<file path="config.mk">
export PLATFORM = sky130hd
export DESIGN_NAME = rename_register_file_flat
export DESIGN_NICKNAME = d
export VERILOG_FILES = /design/src/rtl/rename_register_file_pkg.sv /design/src/rtl/rename_register_file_if.sv /design/src/rtl/rename_register_file_read_port.sv /design/src/rtl/rename_register_file.sv /design/src/flat_wrapper.sv
export SDC_FILE = /design/constraint.sdc
export NUM_CORES = 2
export LEC_CHECK = 0
export BUFFER_PORTS_ARGS = -buffer_cell sky130_fd_sc_hd__buf_2
export CORE_MARGIN = 2
export CORE_UTILIZATION = 45
export DETAILED_ROUTE_END_ITERATION = 6
export HOLD_SLACK_MARGIN = 0.1
export SYNTH_ARGS = -nofsm -noshare
export SYNTH_HDL_FRONTEND = slang
export SYNTH_SLANG_ARGS = --single-unit
export TNS_END_PERCENT = 100
</file>
<file path="constraint.sdc">
create_clock -name clk -period 8.12 [get_ports clk]
set_input_delay 1.624 -clock clk [delete_from_list [all_inputs] [get_ports clk]]
set_output_delay 1.624 -clock clk [all_outputs]
set_load 0.02 [all_outputs]
</file>
<file path="src/rtl/rename_register_file_pkg.sv">
// Shared sizes, the empty-tag constant and the commit bundle for the rename register file.
// Commit-to-read forwarding is built only when RF_COMMIT_FWD_EN is defined.
package rename_register_file_pkg;
   localparam int XLEN       = 32;
   localparam int TAG_W      = 6;
   localparam int NUM_REGS   = 32;
   localparam int REG_ADDR_W = 5;

   localparam logic [TAG_W-1:0] ZERO_TAG = '0;

   typedef struct packed {
      logic                  valid;
      logic [TAG_W-1:0]      tag;
      logic [REG_ADDR_W-1:0] rd;
      logic [XLEN-1:0]       value;
   } commit_t;
endpackage

</file>
<file path="src/rtl/rename_register_file_if.sv">
// Commit, rename and operand-read bundle between the issue unit/ROB (master)
// and the rename register file (slave).
interface rename_register_file_if
   import rename_register_file_pkg::*;
#(
   parameter int XLEN       = rename_register_file_pkg::XLEN,
   parameter int TAG_W      = rename_register_file_pkg::TAG_W,
   parameter int NUM_READ   = 2,
   parameter int NUM_COMMIT = 2
);
   logic                             rdy;
   logic                             flush;
   logic [NUM_COMMIT-1:0]            commit_valid;
   logic [NUM_COMMIT*TAG_W-1:0]      commit_tag;
   logic [NUM_COMMIT*REG_ADDR_W-1:0] commit_rd;
   logic [NUM_COMMIT*XLEN-1:0]       commit_value;
   logic                             issue_valid;
   logic [REG_ADDR_W-1:0]            issue_rd;
   logic [TAG_W-1:0]                 issue_tag;
   logic [NUM_READ*REG_ADDR_W-1:0]   rd_addr;
   logic [NUM_READ*XLEN-1:0]         rd_val;
   logic [NUM_READ*TAG_W-1:0]        rd_tag;
   logic [NUM_READ-1:0]              rd_busy;

   modport master (
      output rdy, flush, commit_valid, commit_tag, commit_rd, commit_value,
             issue_valid, issue_rd, issue_tag, rd_addr,
      input  rd_val, rd_tag, rd_busy
   );

   modport slave (
      input  rdy, flush, commit_valid, commit_tag, commit_rd, commit_value,
             issue_valid, issue_rd, issue_tag, rd_addr,
      output rd_val, rd_tag, rd_busy
   );
endinterface

</file>
<file path="src/rtl/rename_register_file_read_port.sv">
// One combinational operand read port. With RF_COMMIT_FWD_EN defined it also
// forwards a same-cycle commit whose tag matches the register's current rename tag.
module rf_read_port
   import rename_register_file_pkg::*;
#(
   parameter int XLEN  = rename_register_file_pkg::XLEN,
   parameter int TAG_W = rename_register_file_pkg::TAG_W
`ifdef RF_COMMIT_FWD_EN
   , parameter int NUM_COMMIT = 2
`endif
) (
   input  logic [REG_ADDR_W-1:0]            addr,
   input  logic [NUM_REGS*XLEN-1:0]         reg_flat,
   input  logic [NUM_REGS*TAG_W-1:0]        tag_flat,
   input  logic [NUM_REGS-1:0]              busy_flat,
`ifdef RF_COMMIT_FWD_EN
   input  logic [NUM_COMMIT-1:0]            commit_valid,
   input  logic [NUM_COMMIT*TAG_W-1:0]      commit_tag,
   input  logic [NUM_COMMIT*REG_ADDR_W-1:0] commit_rd,
   input  logic [NUM_COMMIT*XLEN-1:0]       commit_value,
`endif
   output logic [XLEN-1:0]                  val,
   output logic [TAG_W-1:0]                 tag,
   output logic                             busy
);
   logic [TAG_W-1:0] stored_tag;

   always_comb begin
      stored_tag = tag_flat[addr*TAG_W +: TAG_W];
      val        = reg_flat[addr*XLEN +: XLEN];
      busy       = busy_flat[addr];
      tag        = busy_flat[addr] ? stored_tag : TAG_W'(ZERO_TAG);
`ifdef RF_COMMIT_FWD_EN
      // Ascending scan: the youngest matching commit port is assigned last and wins.
      for (int c = 0; c < NUM_COMMIT; c++) begin
         if (commit_valid[c] && commit_rd[c*REG_ADDR_W +: REG_ADDR_W] == addr &&
             addr != '0 && commit_tag[c*TAG_W +: TAG_W] == stored_tag) begin
            val  = commit_value[c*XLEN +: XLEN];
            busy = 1'b0;
            tag  = TAG_W'(ZERO_TAG);
         end
      end
`endif
      if (addr == '0) begin
         val  = '0;
         busy = 1'b0;
         tag  = TAG_W'(ZERO_TAG);
      end
   end
endmodule

</file>
<file path="src/rtl/rename_register_file.sv">
// Architectural register file with per-register ROB rename tags and busy bits.
// Define RF_COMMIT_FWD_EN to forward same-cycle commits onto the read ports.
module rename_register_file
   import rename_register_file_pkg::*;
#(
   parameter int XLEN       = rename_register_file_pkg::XLEN,
   parameter int TAG_W      = rename_register_file_pkg::TAG_W,
   parameter int NUM_READ   = 2,
   parameter int NUM_COMMIT = 2
) (
   input  logic                      clk,
   input  logic                      rst,
   rename_register_file_if.slave     bus
);
   logic [XLEN-1:0]            regs [NUM_REGS];
   logic [TAG_W-1:0]           tags [NUM_REGS];
   logic [NUM_REGS-1:0]        busy;
   logic [NUM_REGS*XLEN-1:0]   reg_flat;
   logic [NUM_REGS*TAG_W-1:0]  tag_flat;

   logic [REG_ADDR_W-1:0]      cm_rd  [NUM_COMMIT];
   logic [TAG_W-1:0]           cm_tag [NUM_COMMIT];
   logic [XLEN-1:0]            cm_val [NUM_COMMIT];
   logic                       issue_en;

   always_comb begin
      for (int c = 0; c < NUM_COMMIT; c++) begin
         cm_rd[c]  = bus.commit_rd[c*REG_ADDR_W +: REG_ADDR_W];
         cm_tag[c] = bus.commit_tag[c*TAG_W +: TAG_W];
         cm_val[c] = bus.commit_value[c*XLEN +: XLEN];
      end
   end

   assign issue_en = bus.issue_valid && (bus.issue_rd != '0) && !bus.flush;

   // Later non-blocking writes win: younger commit ports over older, issue over
   // a commit's busy clear, flush over both.
   always_ff @(posedge clk) begin
      if (rst) begin
         for (int r = 0; r < NUM_REGS; r++) begin
            regs[r] <= '0;
            tags[r] <= '0;
         end
         busy <= '0;
      end else if (bus.rdy) begin
         for (int c = 0; c < NUM_COMMIT; c++) begin
            if (bus.commit_valid[c] && cm_rd[c] != '0) begin
               regs[cm_rd[c]] <= cm_val[c];
               if (tags[cm_rd[c]] == cm_tag[c])
                  busy[cm_rd[c]] <= 1'b0;
            end
         end
         if (issue_en) begin
            tags[bus.issue_rd] <= bus.issue_tag;
            busy[bus.issue_rd] <= 1'b1;
         end
         if (bus.flush) begin
            busy <= '0;
            for (int r = 0; r < NUM_REGS; r++)
               tags[r] <= '0;
         end
      end
   end

   for (genvar r = 0; r < NUM_REGS; r++) begin : g_flat
      assign reg_flat[r*XLEN +: XLEN]   = regs[r];
      assign tag_flat[r*TAG_W +: TAG_W] = tags[r];
   end

   for (genvar p = 0; p < NUM_READ; p++) begin : g_rd
      rf_read_port #(
         .XLEN         (XLEN),
         .TAG_W        (TAG_W)
`ifdef RF_COMMIT_FWD_EN
         , .NUM_COMMIT (NUM_COMMIT)
`endif
      ) u_port (
         .addr         (bus.rd_addr[p*REG_ADDR_W +: REG_ADDR_W]),
         .reg_flat     (reg_flat),
         .tag_flat     (tag_flat),
         .busy_flat    (busy),
`ifdef RF_COMMIT_FWD_EN
         .commit_valid (bus.commit_valid),
         .commit_tag   (bus.commit_tag),
         .commit_rd    (bus.commit_rd),
         .commit_value (bus.commit_value),
`endif
         .val          (bus.rd_val[p*XLEN +: XLEN]),
         .tag          (bus.rd_tag[p*TAG_W +: TAG_W]),
         .busy         (bus.rd_busy[p])
      );
   end
endmodule

</file>
<file path="src/flat_wrapper.sv">
// flat-port wrapper written by rule: the top's interface ports become plain ports
module rename_register_file_flat import rename_register_file_pkg::*;
#(
   parameter int XLEN       = rename_register_file_pkg::XLEN,
   parameter int TAG_W      = rename_register_file_pkg::TAG_W,
   parameter int NUM_READ   = 2,
   parameter int NUM_COMMIT = 2
)
  (clk, rst, bus_rdy, bus_flush, bus_commit_valid, bus_commit_tag, bus_commit_rd, bus_commit_value, bus_issue_valid, bus_issue_rd, bus_issue_tag, bus_rd_addr, bus_rd_val, bus_rd_tag, bus_rd_busy);
  rename_register_file_if #(.XLEN(XLEN), .TAG_W(TAG_W), .NUM_READ(NUM_READ), .NUM_COMMIT(NUM_COMMIT)) bus_i ();
  input  logic clk;
  input  logic rst;
  input wire logic [$bits(bus_i.rdy)-1:0] bus_rdy;
  input wire logic [$bits(bus_i.flush)-1:0] bus_flush;
  input wire logic [$bits(bus_i.commit_valid)-1:0] bus_commit_valid;
  input wire logic [$bits(bus_i.commit_tag)-1:0] bus_commit_tag;
  input wire logic [$bits(bus_i.commit_rd)-1:0] bus_commit_rd;
  input wire logic [$bits(bus_i.commit_value)-1:0] bus_commit_value;
  input wire logic [$bits(bus_i.issue_valid)-1:0] bus_issue_valid;
  input wire logic [$bits(bus_i.issue_rd)-1:0] bus_issue_rd;
  input wire logic [$bits(bus_i.issue_tag)-1:0] bus_issue_tag;
  input wire logic [$bits(bus_i.rd_addr)-1:0] bus_rd_addr;
  output wire logic [$bits(bus_i.rd_val)-1:0] bus_rd_val;
  output wire logic [$bits(bus_i.rd_tag)-1:0] bus_rd_tag;
  output wire logic [$bits(bus_i.rd_busy)-1:0] bus_rd_busy;
  assign bus_i.rdy = bus_rdy;
  assign bus_i.flush = bus_flush;
  assign bus_i.commit_valid = bus_commit_valid;
  assign bus_i.commit_tag = bus_commit_tag;
  assign bus_i.commit_rd = bus_commit_rd;
  assign bus_i.commit_value = bus_commit_value;
  assign bus_i.issue_valid = bus_issue_valid;
  assign bus_i.issue_rd = bus_issue_rd;
  assign bus_i.issue_tag = bus_issue_tag;
  assign bus_i.rd_addr = bus_rd_addr;
  assign bus_rd_val = bus_i.rd_val;
  assign bus_rd_tag = bus_i.rd_tag;
  assign bus_rd_busy = bus_i.rd_busy;
  rename_register_file #(.XLEN(XLEN), .TAG_W(TAG_W), .NUM_READ(NUM_READ), .NUM_COMMIT(NUM_COMMIT)) u_core (.clk(clk), .rst(rst), .bus(bus_i));
endmodule
</file>
* Word-level counts from Yosys, hierarchy flattened
Memory sizes are Yosys's and may differ from the RTL's. Index checks and enable logic that the tools add are counted.
Operators by class: $add $sub $neg 0, $mul 2, div/mod/pow operators 0, magnitude comparators 8, equality and inequality tests 2, shift operators 4, multiplexer cells 87, bitwise logic cells 37, reductions and logical operators 16
Operators by type and width (count):
- $shiftx A1024 B11 Y32 | 2
- $mux W32 | 14
- $shiftx A192 B9 Y6 | 2
- $mux W6 | 37
- $and A32 B32 Y32 | 2
- $not A32 Y32 | 2
- $reduce_or A32 Y1 | 2
- $or A1 B1 Y1 | 32
- $or A32 B32 Y32 | 1
- $lt A5 B6 Y1 const B | 5
- $mux W1 | 28
- $demux W1 S5 | 3
- $ge A5 B1 Y1 const B | 3
- $mux W5 | 3
- $reduce_bool A5 Y1 | 3
- $mul A5 B2 Y7 const B | 2
- $eq A6 B6 Y1 | 2
- $bmux W1 S5 | 2
- $logic_not A5 Y1 | 2
- $logic_and A1 B1 Y1 | 7
- $reduce_or A6 Y1 | 1
- $logic_not A1 Y1 | 1
Storage, ports and cells: bits in registers 32, bits in latches 0, memory bits (writable) 1216, memory bits (read-only) 0, input bits 114, memories kept 2
Memory list:
- u_core.regs | depth 32, width 32, read ports 32, clocked after memory_dff 0, write ports 32, RTL line rename_register_file.sv:15 | logic [XLEN-1:0] regs [NUM_REGS];
- u_core.tags | depth 32, width 6, read ports 34, clocked after memory_dff 0, write ports 32, RTL line rename_register_file.sv:16 | logic [TAG_W-1:0] tags [NUM_REGS];

* Logic depth before layout (Yosys ltp)
depth in word-level cells 18, depth in mapped cells 14

* Cells and area by module
Synthesis repeated with hierarchy kept, for this count alone.
Unflattened totals: cell total of the unflattened synthesis 5091, area, all modules 74750.4 um2
Modules (own cells, without submodules):
- rename_register_file | times used 1, cells each 3747, area each 54671.2 um2, sequential area each 37155.6 um2
- rf_read_port | times used 2, cells each 672, area each 10039.6 um2, sequential area each 0.0 um2

* Worst setup path after synthesis
No wires, ideal clock.
kind input to output, from input port bus_rd_addr[0], to output port bus_rd_val[30], arrival 3975 ps, path slack 2521 ps, stages 8, path buffers 4, cell sequence buf_2 buf_1 buf_2 buf_2 mux4_2 mux4_2 mux2i_1 nor2_1
On the way: word-level cells in the longest chain between the ends 2, elaborated cells between the ends (all ways) 3, those cells by class 1 x shift; 1 x mux; 1 x reduce/logical
RTL lines:
- from (decl) | RTL line flat_wrapper.sv:22 | input wire logic [$bits(bus_i.rd_addr)-1:0] bus_rd_addr;
- $shiftx A1024 B11 Y32 / $logic_not A5 Y1 (equally long branches) | RTL line rename_register_file_read_port.sv:30, rename_register_file_read_port.sv:44
- $mux W32 * | RTL line rename_register_file_read_port.sv:44 | if (addr == '0) begin
- to (decl) | RTL line flat_wrapper.sv:23 | output wire logic [$bits(bus_i.rd_val)-1:0] bus_rd_val;
Mark *: on every way between the ends. The rest lies on a longest branch, timed or not.

* Final worst setup path
from input port bus_rd_addr[6], to output port bus_rd_val[39]
The elaborated chain is that of the path after synthesis.

==> results.sh <==
export IMPL_cts_buffers=141
export IMPL_cap_violations=0
export IMPL_max_vdd_ir_drop_v=0.000214
export IMPL_cts_clk_slew_worst_paths_ns=0.06
export IMPL_cp_max_fo=115
export IMPL_postCtsHoldBufs=0
export IMPL_vias=54810
export IMPL_core_area_um2=163000
export IMPL_instances_no_fill=7018
export IMPL_synth_top_area_frac=0.492
export IMPL_setup_viol=0
export IMPL_tightest_slew_ns=1.40
export IMPL_overflow=0
export IMPL_viasPerCell=7.81
export IMPL_die_width_um=410
export IMPL_fmax_mhz=147
export IMPL_portBuffers=191
export IMPL_ys_seq_area_frac=0.501
export IMPL_gp_congestion=0.935
export IMPL_worstSetupPathType="in -> out"
export IMPL_crit_slowest_cell="buf_4"
export IMPL_drive_gt1_frac=0.298
export IMPL_routedWlPerCell_um=44.8
export IMPL_maxSlewViolCount=0
export IMPL_setup_tns_ns=0
export IMPL_timing_final_crit_share=0.838
export IMPL_first_iter_violations=9790
export IMPL_synth_edff_count=1216
export IMPL_hold_violations=0
export IMPL_grt_antenna_before_repair=26
export IMPL_clock_latency_ns=0.80
export IMPL_yosys_area_top_type="edfxtp_1"
export IMPL_synth_avg_cell_area_um2=15.2
export IMPL_ctsHtreeMaxLevel=4
export IMPL_hold_class="reg -> reg"
export IMPL_slew_headroom=0.0697
export IMPL_hold_slack_ns=0.497
export IMPL_endpoint_kind="output pin"
export IMPL_place_hpwl_um=186000
export IMPL_clock_path_buffers=3
export IMPL_clock_root_buffer="clkbuf_16"
export IMPL_p_leak_nw=27.5
export IMPL_path_common_cell="mux4_2"
export IMPL_fin_crit_ns=6.81
export IMPL_tritoncts="built"
export IMPL_finClkSkew_ns=0.0178
export IMPL_dp_cells=6756
export IMPL_crit_required_ns=6.50
export IMPL_die_height_um=410
export IMPL_grt_pass1_wl_um=428000
export IMPL_slowest_delay_ns=0.99
export IMPL_cts_resized_gates=0
export IMPL_ys_dominant_reg_cell="edfxtp_1"
export IMPL_pin_count=192
export IMPL_status="completed"
export IMPL_die_area_um2=168000
export IMPL_grt_max_degree=116
export IMPL_fp_row_count=148
export IMPL_postCtsSetupBuffers=0
export IMPL_ant_nets=0
export IMPL_groute_usage_overall=0.368
export IMPL_dpl_cell_area_um2=77500
export IMPL_postLayoutCellArea_um2=82000
export IMPL_initial_utilization=0.455
export IMPL_totalWireLength_um=314000
export IMPL_p_per_area_nw_per_um2=201
export IMPL_worstPathCellList="buf_8 -> buf_4 -> mux4_2 -> mux4_2 -> mux2i_1 -> nor2_1 -> buf_2"
export IMPL_critPathArrivalTime_ns=5.18
export IMPL_nets=4838
export IMPL_synth_area_top_cells="edfxtp_1 49%, mux4_2 24%, a22o_1 12%"
export IMPL_synth_seq_cells=1248
export IMPL_area_growth_pct=10.5
export IMPL_drc=0
export IMPL_grt_pass1_vias=52572
export IMPL_fillerInstances=13467
export IMPL_syn_instance_count=4887
export IMPL_async_flop_share=0
export IMPL_start_kind="primary input"
export IMPL_yosys_warnings=0
export IMPL_yosys_cell_types_count=54
export IMPL_cts_sinks=1248
export IMPL_dr_pass1_iters=6
export IMPL_syn_cell_area_um2=74200
export IMPL_rsz0062_at_grt="false"
==> power by group <==
group          switching (mW)  leakage [nW]  internal (mW)  total (mW)
Sequential              0.248          12.0           7.43        7.68
Combinational            1.46          13.3          0.956        2.42
Clock                    2.80          2.18           3.58        6.38
Total                    4.51          27.5           12.0        16.5
==> metrics by stage <==
stage / util / power (mW) / setup WS, ns
after global routing: 0.502 / 16.8 / 1.27
after global placement: 0.475 / 10.1 / 1.32
after detailed placement: 0.475 / 10.2 / 1.33
after CTS: 0.502 / 16.4 / 1.33
final: 0.502 / 16.5 / 1.31
after floorplan: - / 9.22 / 2.52
==> flip-flops by register name (all words and copies together) (netlist names) <==
name	cells
u_core.tags	192
u_core.busy	32
u_core.regs	1024
==> worst max-delay path, delay by kind of cell <==
family	cells	cell delay, ns
buffers and inverters	3	1.93
and+or+nand+nor	1	0.08
muxes	3	1.39
==> metal layers <==
| layer | GRT usage | vias up | wire length, um |
|---|---|---|---|
| met3 | 0.130 | 1015 | 46900 |
| met1 | 0.502 | 28394 | 115000 |
| met5 | 0.00977 | - | 368 |
| met2 | 0.524 | 4993 | 134000 |
| met4 | 0.174 | 28 | 17700 |
| li1 | - | 20380 | - |
==> cells in the final DEF (no fill, tap or decap), drive strengths merged, types with 4 or more instances in the layout <==
cell,synthesis,layout
a221o,23,23
nor2b,12,12
clkbuf,530,172
nand2,55,55
and3,9,9
o22ai,100,100
nor3,38,38
nand3b,6,6
dfxtp,32,32
or4,4,4
a211oi,5,5
buf,175,362
clkinv,1,64
nand4bb,13,13
or3,12,12
o221ai,21,21
mux2i,268,268
xor2,6,6
bufinv,0,9
a21oi,37,37
and2,193,193
nand4,27,27
a41oi,4,4
nor4,31,31
inv,8,17
or4b,8,8
nand3,11,11
o21a,4,4
conb,1,38
nand4b,13,13
nor2,195,195
diode,0,9
mux4,780,780
nand2b,5,5
edfxtp,1216,1216
a22o,992,992
o21ai,34,34
==> synthesized netlist by cell type, types with 5 or more instances <==
master and instances:
edfxtp_1 1216, a22o_1 992, mux4_2 780, clkbuf_1 530
mux2i_1 268, nor2_1 195, and2_1 192, buf_2 113
o22ai_1 100, nand2_1 55, buf_1 40, nor3_1 38
a21oi_1 37, dfxtp_1 32, o21ai_0 32, nor4_1 30
nand4_1 27, a221o_1 23, o221ai_1 21, buf_4 17
nand4b_1 13, nand4bb_1 13, nor2b_1 12, or3_1 12
nand3_1 11, and3_1 9, inv_1 8, nand3b_1 6
xor2_1 6, a211oi_1 5, buf_6 5, nand2b_1 5
==> cells by family after synthesis <==
kind of cell	Yosys count	synth area share
simple gates	639	0.0469
flops	1248	0.501
compound gates	1227	0.138
xor+xnor	8	0.000945
mux	1050	0.273
buf+inv	714	0.0394
other cells	1	0.0000506
==> worst paths after layout <==
kind	startpoint	end	slack, ns	cells past startpoint
worst max-delay path	bus_rd_addr[6]	bus_rd_val[39]	1.31	7
worst min-delay path	u_core.busy[0]	u_core.busy[0]	0.50	1
worst max register to register	u_core.tags[1][3]	u_core.busy[31]	4.48	9
worst min register to register	u_core.busy[0]	u_core.busy[0]	0.50	1
==> layout make-up <==
class                           instances  area (um^2)  share of cell area
Multi-Input combinational cell       2962        35000               0.427
Tap cell                             2175         2720              0.0332
Antenna cell                            9         22.5            0.000275
Timing Repair Buffer                  362         2560              0.0313
Clock inverter                         81          719             0.00878
Sequential cell                      1248        37200               0.453
Clock buffer                          172         3740              0.0456
Inverter                                9         33.8            0.000412
(Power assumes the default switching activity.)
